[src/rtl/merge_node_xl_if.sv]
// Stream bundle for merge_node_xl: two record inputs, merged output and status.
// master drives the producer/consumer side, slave is the merge node itself.
interface merge_node_xl_if #(
  parameter int DATW = 64,
  parameter int CNTW = 32
);
  logic            MODE;
  logic [DATW-1:0] DIN0;
  logic [DATW-1:0] DIN1;
  logic            DIN0EN;
  logic            DIN1EN;
  logic            DIN0LAST;
  logic            DIN1LAST;
  logic            FUL0;
  logic            FUL1;
  logic            IN_FULL;
  logic [DATW-1:0] DOT;
  logic            DOTEN;
  logic            DOTLAST;
  logic [CNTW-1:0] CNT;
  logic            OVF;

  modport master (
    output MODE, DIN0, DIN1, DIN0EN, DIN1EN, DIN0LAST, DIN1LAST, IN_FULL,
    input  FUL0, FUL1, DOT, DOTEN, DOTLAST, CNT, OVF
  );

  modport slave (
    input  MODE, DIN0, DIN1, DIN0EN, DIN1EN, DIN0LAST, DIN1LAST, IN_FULL,
    output FUL0, FUL1, DOT, DOTEN, DOTLAST, CNT, OVF
  );
endinterface

[src/rtl/merge_node_xl.sv]
// Two-input sorted-stream merge node with per-input FIFOs, run framing,
// asc/desc mode latched per run, back-pressure and a per-run record counter.
module merge_node_xl #(
  parameter int DATW     = 64,
  parameter int KEYW     = 32,
  parameter int FIFO_LOG = 2,
  parameter int CNTW     = 32
) (
  input logic            CLK,
  input logic            RST_X,
  merge_node_xl_if.slave bus
);

  localparam int DEPTH = 1 << FIFO_LOG;

  typedef logic [FIFO_LOG-1:0] ptr_t;
  typedef logic [FIFO_LOG:0]   occ_t;
  typedef enum logic [1:0] {
    ST_MERGE  = 2'd0,
    ST_DRAIN0 = 2'd1,
    ST_DRAIN1 = 2'd2
  } state_t;

  localparam occ_t OCC_MAX = occ_t'(DEPTH);
  localparam occ_t OCC_HI  = occ_t'(DEPTH - 1);

  // FIFO storage holds {last, data}; index 0/1 selects the input
  logic [DATW:0]   mem_r [2][DEPTH];
  ptr_t            wp_r [2];
  ptr_t            rp_r [2];
  occ_t            occ_r [2];
  occ_t            occ_nx_s [2];
  logic [DATW:0]   din_s [2];
  logic [DATW:0]   head_s [2];
  logic [KEYW-1:0] key_s [2];
  logic [1:0]      wen_s;
  logic [1:0]      vld_s;
  logic [1:0]      acc_s;
  logic [1:0]      drop_s;
  logic [1:0]      deq_s;
  logic [1:0]      ful_r;

  state_t          state_r;
  state_t          state_nx_s;
  logic            sel_s;
  logic            last_s;
  logic            deq_any_s;
  logic [DATW:0]   rec_s;
  logic            mode_r;
  logic            run_r;
  logic            ovf_r;
  logic [DATW-1:0] dot_r;
  logic            doten_r;
  logic            dotlast_r;
  logic [CNTW-1:0] cnt_r;

  assign din_s[0] = {bus.DIN0LAST, bus.DIN0};
  assign din_s[1] = {bus.DIN1LAST, bus.DIN1};
  assign wen_s    = {bus.DIN1EN, bus.DIN0EN};

  // FIFO head view
  always_comb begin
    for (int i = 0; i < 2; i++) begin
      head_s[i] = mem_r[i][rp_r[i]];
      key_s[i]  = head_s[i][KEYW-1:0];
      vld_s[i]  = (occ_r[i] != '0);
    end
  end

  // Dequeue decision and next state; ties go to input 0
  always_comb begin
    state_nx_s = state_r;
    deq_s      = 2'b00;
    sel_s      = 1'b0;
    last_s     = 1'b0;
    case (state_r)
      ST_MERGE: begin
        sel_s = mode_r ? (key_s[1] > key_s[0]) : (key_s[1] < key_s[0]);
        if ((vld_s == 2'b11) && !bus.IN_FULL) begin
          deq_s = sel_s ? 2'b10 : 2'b01;
          if (head_s[sel_s][DATW]) begin
            state_nx_s = sel_s ? ST_DRAIN0 : ST_DRAIN1;
          end else begin
            state_nx_s = ST_MERGE;
          end
        end else begin
          state_nx_s = ST_MERGE;
        end
      end
      ST_DRAIN0: begin
        sel_s = 1'b0;
        if (vld_s[0] && !bus.IN_FULL) begin
          deq_s      = 2'b01;
          last_s     = head_s[0][DATW];
          state_nx_s = head_s[0][DATW] ? ST_MERGE : ST_DRAIN0;
        end else begin
          state_nx_s = ST_DRAIN0;
        end
      end
      ST_DRAIN1: begin
        sel_s = 1'b1;
        if (vld_s[1] && !bus.IN_FULL) begin
          deq_s      = 2'b10;
          last_s     = head_s[1][DATW];
          state_nx_s = head_s[1][DATW] ? ST_MERGE : ST_DRAIN1;
        end else begin
          state_nx_s = ST_DRAIN1;
        end
      end
      default: begin
        state_nx_s = ST_MERGE;
      end
    endcase
  end

  assign deq_any_s = |deq_s;
  assign rec_s     = head_s[sel_s];

  // A write at full is still taken when the same FIFO pops this cycle
  always_comb begin
    for (int i = 0; i < 2; i++) begin
      acc_s[i]    = wen_s[i] & ((occ_r[i] != OCC_MAX) | deq_s[i]);
      drop_s[i]   = wen_s[i] & ~acc_s[i];
      occ_nx_s[i] = occ_r[i] + occ_t'(acc_s[i]) - occ_t'(deq_s[i]);
    end
  end

  // FIFO pointers, occupancy and registered almost-full
  always_ff @(posedge CLK or negedge RST_X) begin
    if (!RST_X) begin
      for (int i = 0; i < 2; i++) begin
        wp_r[i]  <= '0;
        rp_r[i]  <= '0;
        occ_r[i] <= '0;
      end
      ful_r <= 2'b00;
    end else begin
      for (int i = 0; i < 2; i++) begin
        wp_r[i]  <= wp_r[i] + ptr_t'(acc_s[i]);
        rp_r[i]  <= rp_r[i] + ptr_t'(deq_s[i]);
        occ_r[i] <= occ_nx_s[i];
        ful_r[i] <= (occ_nx_s[i] >= OCC_HI);
      end
    end
  end

  // FIFO storage write port
  always_ff @(posedge CLK) begin
    for (int i = 0; i < 2; i++) begin
      if (acc_s[i]) begin
        mem_r[i][wp_r[i]] <= din_s[i];
      end
    end
  end

  // State, per-run mode latch, overflow flag and registered output stage
  always_ff @(posedge CLK or negedge RST_X) begin
    if (!RST_X) begin
      state_r   <= ST_MERGE;
      mode_r    <= 1'b0;
      run_r     <= 1'b0;
      ovf_r     <= 1'b0;
      dot_r     <= '0;
      doten_r   <= 1'b0;
      dotlast_r <= 1'b0;
      cnt_r     <= '0;
    end else begin
      state_r <= state_nx_s;
      if (!run_r && !deq_any_s) begin
        mode_r <= bus.MODE;
      end
      if (deq_any_s) begin
        run_r <= !last_s;
        dot_r <= rec_s[DATW-1:0];
      end
      ovf_r     <= ovf_r | (|drop_s);
      doten_r   <= deq_any_s;
      dotlast_r <= deq_any_s & last_s;
      // counter restarts once the run's closing record has been shown
      cnt_r     <= ((doten_r && dotlast_r) ? '0 : cnt_r) + {{(CNTW-1){1'b0}}, deq_any_s};
    end
  end

  assign bus.FUL0    = ful_r[0];
  assign bus.FUL1    = ful_r[1];
  assign bus.DOT     = dot_r;
  assign bus.DOTEN   = doten_r;
  assign bus.DOTLAST = dotlast_r;
  assign bus.CNT     = cnt_r;
  assign bus.OVF     = ovf_r;

endmodule

[src/flat_wrapper.sv]
// flat-port wrapper written by rule: the top's interface ports become plain ports
module merge_node_xl_flat 
#(
  parameter int DATW     = 64,
  parameter int KEYW     = 32,
  parameter int FIFO_LOG = 2,
  parameter int CNTW     = 32
)
  (CLK, RST_X, bus_MODE, bus_DIN0, bus_DIN1, bus_DIN0EN, bus_DIN1EN, bus_DIN0LAST, bus_DIN1LAST, bus_IN_FULL, bus_FUL0, bus_FUL1, bus_DOT, bus_DOTEN, bus_DOTLAST, bus_CNT, bus_OVF);
  merge_node_xl_if #(.DATW(DATW), .CNTW(CNTW)) bus_i ();
  input logic CLK;
  input logic RST_X;
  input wire logic [$bits(bus_i.MODE)-1:0] bus_MODE;
  input wire logic [$bits(bus_i.DIN0)-1:0] bus_DIN0;
  input wire logic [$bits(bus_i.DIN1)-1:0] bus_DIN1;
  input wire logic [$bits(bus_i.DIN0EN)-1:0] bus_DIN0EN;
  input wire logic [$bits(bus_i.DIN1EN)-1:0] bus_DIN1EN;
  input wire logic [$bits(bus_i.DIN0LAST)-1:0] bus_DIN0LAST;
  input wire logic [$bits(bus_i.DIN1LAST)-1:0] bus_DIN1LAST;
  input wire logic [$bits(bus_i.IN_FULL)-1:0] bus_IN_FULL;
  output wire logic [$bits(bus_i.FUL0)-1:0] bus_FUL0;
  output wire logic [$bits(bus_i.FUL1)-1:0] bus_FUL1;
  output wire logic [$bits(bus_i.DOT)-1:0] bus_DOT;
  output wire logic [$bits(bus_i.DOTEN)-1:0] bus_DOTEN;
  output wire logic [$bits(bus_i.DOTLAST)-1:0] bus_DOTLAST;
  output wire logic [$bits(bus_i.CNT)-1:0] bus_CNT;
  output wire logic [$bits(bus_i.OVF)-1:0] bus_OVF;
  assign bus_i.MODE = bus_MODE;
  assign bus_i.DIN0 = bus_DIN0;
  assign bus_i.DIN1 = bus_DIN1;
  assign bus_i.DIN0EN = bus_DIN0EN;
  assign bus_i.DIN1EN = bus_DIN1EN;
  assign bus_i.DIN0LAST = bus_DIN0LAST;
  assign bus_i.DIN1LAST = bus_DIN1LAST;
  assign bus_i.IN_FULL = bus_IN_FULL;
  assign bus_FUL0 = bus_i.FUL0;
  assign bus_FUL1 = bus_i.FUL1;
  assign bus_DOT = bus_i.DOT;
  assign bus_DOTEN = bus_i.DOTEN;
  assign bus_DOTLAST = bus_i.DOTLAST;
  assign bus_CNT = bus_i.CNT;
  assign bus_OVF = bus_i.OVF;
  merge_node_xl #(.DATW(DATW), .KEYW(KEYW), .FIFO_LOG(FIFO_LOG), .CNTW(CNTW)) u_core (.CLK(CLK), .RST_X(RST_X), .bus(bus_i));
endmodule
[config.mk]
export PLATFORM = sky130hd
export DESIGN_NAME = merge_node_xl_flat
export DESIGN_NICKNAME = d
export VERILOG_FILES = /design/src/rtl/merge_node_xl_if.sv /design/src/rtl/merge_node_xl.sv /design/src/flat_wrapper.sv
export SDC_FILE = /design/constraint.sdc
export NUM_CORES = 1
export LEC_CHECK = 0
export CAP_MARGIN = 5
export CORE_MARGIN = 2
export CORE_UTILIZATION = 62
export CTS_BUF_LIST = sky130_fd_sc_hd__clkbuf_16
export DETAILED_ROUTE_END_ITERATION = 10
export PLACE_DENSITY_LB_ADDON = 0.08
export SLEW_MARGIN = 20
export SYNTH_ARGS = -nofsm -noshare
export SYNTH_HDL_FRONTEND = slang
export SYNTH_SLANG_ARGS = --single-unit
[constraint.sdc]
create_clock -name CLK -period 21.7 [get_ports CLK]
set_input_delay 3.255 -clock CLK [delete_from_list [all_inputs] [get_ports CLK]]
set_output_delay 3.255 -clock CLK [all_outputs]
set_load 0.005 [all_outputs]
---- Word level (Yosys, flattened, before mapping) ----
Memories as Yosys holds them, arrays and structs flattened.
Index checks and enable logic that the tools add are counted.
storage, ports and cells
  word-level logic and storage cells ...... 113
  bits in writable memories ............... 520
  input port bits ......................... 136
  output and inout port bits .............. 101
  bits in registers ....................... 119
  memories kept ........................... 1
memories
  name          depth  width  rd ports  clocked after Yosys merged registers in  write ports  RTL line             source
  u_core.mem_r  2      260    2         0                                        2            merge_node_xl.sv:28  logic [DATW:0] mem_r [2][DEPTH];
operators by class
  add/subtract/negate cells ............... 9
  order comparisons ....................... 12
  bitwise logic cells ..................... 16
  multiplexer cells ....................... 39
  reductions and logical operators ........ 16
  equality and inequality tests ........... 5
operator list
  cell                count
  $mux 65             9
  $mux 260            2
  $bmux 65 s2         2
  $demux 65 s2        2
  $mux 64             3
  $add 32x1->32       1
  $gt 32x32->1        1
  $lt 32x32->1        1
  $mux 32             1
  $mux 2              9
  $ge 3x3->1 const B  4
  $not 2->3           4
  $pmux 2 s3          2
  $add 2x1->2         4
  $logic_and 1x1->1   7
  $mux 1              7
  $add 3x1->3         2
  $ge 3x2->1 const B  2
  $lt 3x1->1 const B  2
  $ne 3x3->1 const B  2
  $reduce_bool 3->1   2
  $sub 3x1->3         2
  $and 1x1->1         5
  $eq 2x2->1 const B  2
  other kinds (9)     19

---- Logic depth before layout (Yosys ltp) ----
  depth in word-level cells ............... 15
  depth in mapped cells ................... 19
  mapped depth without buffers ............ 17

---- Worst setup path before layout ----
No wires, ideal clock.
  path type ............................... in2reg
  start point ............................. in bus_IN_FULL
  end point ............................... mem u_core.mem_r[0][195] (netlist bit) (enable)
  buffers on the path ..................... 0
  cell stages on the path ................. 4
  setup slack ............................. 10.452 ns
  data required time ...................... 21.029 ns
  setup time .............................. 0.671 ns
  arrival time ............................ 10.577 ns
  cell sequence ........................... nor2_1 -> nand3_1 -> o31a_1 -> nor4b_1
RTL lines
  item             RTL line             source
  start, declared  flat_wrapper.sv:20   input wire logic [$bits(bus_i.IN_FULL)-1:0] bus_IN_FULL;
  end, declared    merge_node_xl.sv:28

---- Worst setup path after layout ----
  start point ............................. in bus_IN_FULL
  end point ............................... reg u_core.cnt_r[30] (netlist: u_core.bus.CNT[30])
between the ends
  word-level cells in the longest chain between the ends .. 6
  elaborated cells on any way between the ends .. 10
  those cells by class .................... add/sub: 1; mux: 4; reduce/logical: 5
ends and longest elaborated chain
  item                                         RTL line                                                        source
  $logic_not 1->1 *                            merge_node_xl.sv:79, merge_node_xl.sv:92, merge_node_xl.sv:102
  $logic_and 1x1->1, on equally long branches  merge_node_xl.sv:92, merge_node_xl.sv:79, merge_node_xl.sv:102
  $mux 1, or another cell as far along         merge_node_xl.sv:92                                             if (vld_s[0] && !bus.IN_FULL) begin
  $pmux 2 s3 *                                 merge_node_xl.sv:76                                             case (state_r)
  $reduce_or 2->1 *                            merge_node_xl.sv:116                                            assign deq_any_s = |deq_s;
  $add 32x1->32 *                              merge_node_xl.sv:180                                            cnt_r <= ((doten_r && dotlast_r) ? '0 : cnt_r) + {{(CNTW-1){1'b0}}, deq_any_s};
  end signal, assigned                         merge_node_xl.sv:180
  end, declared                                merge_node_xl.sv:55                                             logic [CNTW-1:0] cnt_r;
Every way passes the cells marked *; elsewhere a longest branch is shown, timed or not.
A chain may end at the register's enable or synchronous reset.

==> reports/metrics.yaml <==
status: "complete, no violations"
synth_top_area_share_pct: 62.1
cts_buffer_depth: 3
crit_type: "in2reg"
worst_ep_arrival_time_ns: 6.63
fp-row-count: 73
cts_inserted_buffers: 66
wl_um: 56100
drv_slew: 0
dr.first_iter.drc_count: 1192
cts_resized: 0
hold_viol_final: 0
viasPerCell: 6.10
yosysSeqAreaShare_pct: 74.0
clockRootBuffer: "clkbuf_16"
rrSetupSlack_ns: 15.69
start_kind: "input pin"
synth_seq_cells: 639
final.min_clock_period_ns: 6.21
worstRegToRegCells: 11
cp.required_ns: 22.12
cpMostUsedCell: "nor2_1"
avgSynthCellArea_um2: 17.7
fmax_mhz: 161
dp_hpwl_um: 32400
max_cap_viol_count: 0
fin_tns_setup_ns: 0
insertion_delay_ns: 0.58
ant_nets: 0
crit_path_end_kind: "flip-flop"
grt_pass1_vias: 14400
placed_cells: 2136
fin_worst_skew_ns: 0.0195
first_pass_iters: 7
fin_cells: 2267
reg2reg_from: "u_core.rp_r[0]$_DFF_PN0_"
setup_viol: 0
antenna_found_initial: 11
synth_edf_count: 520
drive_above_1_share_pct: 15.2
clkTransAtPathRegs_ns: 0.06
cts_tree: "built"
start_util_pct: 63.0
max_stage_delay_ns: 0.48
syn_nets: 1603
track_usage_pct: 27.7
power_density_mw_per_mm2: 151
die_x_um: 205
grt_max_degree: 71
postSynthCellCount: 1419
place_congestion: 0.819
rsz0062_at_grt: "no"
yosysWarnings: 0
drc: 0
wl_per_cell_um: 24.8
grt_pass1_wl_um: 85100
path_depth: 14
path_buf_inv: 1
synthArstFlopShare_pct: 18.6
synth-main-ff-cell: "edfxtp_1"
clock_sinks: 639
overflow: 0
netlist-cell-type-count: 54
die_area_mm2: 0.0422
die_h_um: 205
synthTopCellsByArea: "edfxtp_1, dfrtp_1, mux4_2"
netlist_area_mm2: 0.0251
hold_ws_ns: 0.497
fin_nets: 1865
max_slew_margin_pct: 27.2
finalCritPeriodShare_pct: 28.6
r2r_end: "u_core.mem_r[0][369]$_DFFE_PP_"
cp_top_family: "simple AND/OR/NAND/NOR gates"
fillers: 2319
hold_class: "reg2reg"
area_growth_syn_to_layout_pct: 20.5
leakage_nw: 10.7
crit_chain: "clkdlybuf4s50_1 -> nor2_1 -> and3_1 -> nor2_1 -> a21oi_4 -> ha_1 -> ha_1 -> nand4_2 -> or3_4 -> or2_1 -> nor3_4 -> nand4_1 -> xor2_1 -> nor2_1"
crit_end: "u_core.bus.CNT[30]$_DFF_PN0_"
critPathLaunch: "bus_IN_FULL"
io_pins: 237
core_area_mm2: 0.0399
htreeDepth: 3
via_count: 13800
synth_area_leader_cell: "edfxtp_1"
postCtsHoldBufs: 0
io_buffer_count: 236
postCtsSetupRepairBufs: 0
peakVddDrop_mv: 0.154
worst_pin_slew_ns: 1.09
p_total_mw: 4.57
crit_path_top_delay_cell: "or3_4"
path_max_fanout: 9
worst register-to-register path, cell delays in order, from the launching register on:
cell and delay [ns]:
dfrtp_4 0.90, buf_4 0.73, mux4_2 0.65, ha_1 0.35
a21oi_1 0.20, o21ai_0 0.14, a211oi_1 0.33, nor2_1 0.16
o31ai_2 0.48, a31oi_1 0.32, nor3b_2 0.49, buf_4 0.83
synthesized netlist by cell type, types with 2 or more instances:
cell type and count:
inv_1 46, mux2_2 2, clkbuf_1 43, dfrtp_1 119, and3_1 7, a31oi_1 65
o211ai_1 3, buf_4 7, ha_1 46, buf_1 4, nand3_1 14, a21oi_1 25
nor2_1 94, and2_1 6, nor2b_1 5, edfxtp_1 520, nand4_1 13, nor3b_1 3
mux4_2 130, or3_1 8, nor3_1 7, a21o_1 2, and4_1 3, buf_2 6
xor2_1 23, fa_1 2, o21ai_0 16, a211oi_1 3, nand2b_1 4, xnor2_1 7
nor4_1 2, nand2_1 162
worst min path at each step:
| stage | start | end | cells after the start | slack (ns) |
|---|---|---|---|---|
| 2_1_floorplan | u_core.run_r$_DFFE_PN0P_ | u_core.run_r$_DFFE_PN0P_ | 2 | 0.46 |
| 6_report | u_core.bus.OVF$_DFF_PN0_ | u_core.bus.OVF$_DFF_PN0_ | 1 | 0.50 |
| 3_3_place_gp | u_core.run_r$_DFFE_PN0P_ | u_core.run_r$_DFFE_PN0P_ | 2 | 0.47 |
| 3_5_place_dp | u_core.run_r$_DFFE_PN0P_ | u_core.run_r$_DFFE_PN0P_ | 2 | 0.48 |
| 4_1_cts | u_core.run_r$_DFFE_PN0P_ | u_core.run_r$_DFFE_PN0P_ | 2 | 0.50 |
| 5_1_grt | u_core.run_r$_DFFE_PN0P_ | u_core.run_r$_DFFE_PN0P_ | 2 | 0.51 |
cell type report:
cell class                      instances  area, um^2  share of cell area [%]
Multi-Input combinational cell        673        6170                    20.4
Clock buffer                           71        1780                    5.87
Sequential cell                       639       18600                    61.4
Clock inverter                         49         335                    1.11
Inverter                               46         173                   0.570
Tap cell                              525         657                    2.17
Timing Repair Buffer                  255        2540                    8.39
Antenna cell                            9        22.5                  0.0744
per-layer routing:
layer	vias up	global-route usage, %	part of all wire [%]
met4	8	8.92	2.3
met5	-	0	0.10
met1	7134	38.4	40
li1	6059	-	-
met3	79	6.22	7.6
met2	555	44.5	50
power by group:
group | total, mW | internal, mW | switching [mW]
clock network | 1.09 | 0.647 | 0.445
registers | 1.88 | 1.68 | 0.201
logic | 1.59 | 0.690 | 0.899
total | 4.57 | 3.02 | 1.54
stage by stage:
stage	setup WS [ns]	utilization, %	area, um^2
after floorplan	10.45	-	25100
after global placement	15.08	70.4	28100
after detailed placement	14.99	70.4	28100
after CTS	15.53	75.7	30200
after global routing	15.11	75.8	30300
final	15.49	75.9	30300
cells in the final DEF (no fill, tap or decap), drive strengths merged, types with 3 or more instances in the layout:
master         instances
nand2                162
buf                   20
nand3                 15
and3                   7
nor2                  94
nor2b                  5
nand4                 14
bufinv                 5
a211oi                 3
xnor2                  7
o211ai                 3
and4                   3
a31oi                 66
nand2b                 4
nor3b                  3
edfxtp               520
a21oi                 25
nor3                   8
xor2                  23
clkdlybuf4s50        235
or3                    9
and2                   6
inv                   61
clkbuf                71
ha                    46
diode                  9
dfrtp                119
o21ai                 16
mux4                 130
clkinv                29
flip-flops by register name, summed over array words and instances, names as in the netlist:
name and cells:
u_core.state_r 2, u_core.bus.DOTEN 1, u_core.ful_r 2, u_core.mem_r 520, u_core.bus.CNT 32, u_core.occ_r 6
u_core.bus.DOT 64, u_core.bus.DOTLAST 1, u_core.rp_r 4, u_core.mode_r 1, u_core.bus.OVF 1, u_core.wp_r 4
u_core.run_r 1
kinds of logic (layout without fill, tap and decap cells):
kind of cell | after synthesis | in the layout | synth area share (%)
compound gates | 126 | 126 | 3.13
xor+xnor | 30 | 30 | 1.05
fa+ha+maj | 48 | 48 | 2.45
buf+inv | 107 | 421 | 1.76
flops | 639 | 639 | 74.0
mux | 132 | 132 | 11.7
other cells | 0 | 9 | 0
simple gates | 337 | 337 | 5.91
Note: power is estimated with default switching activity, not from simulation.
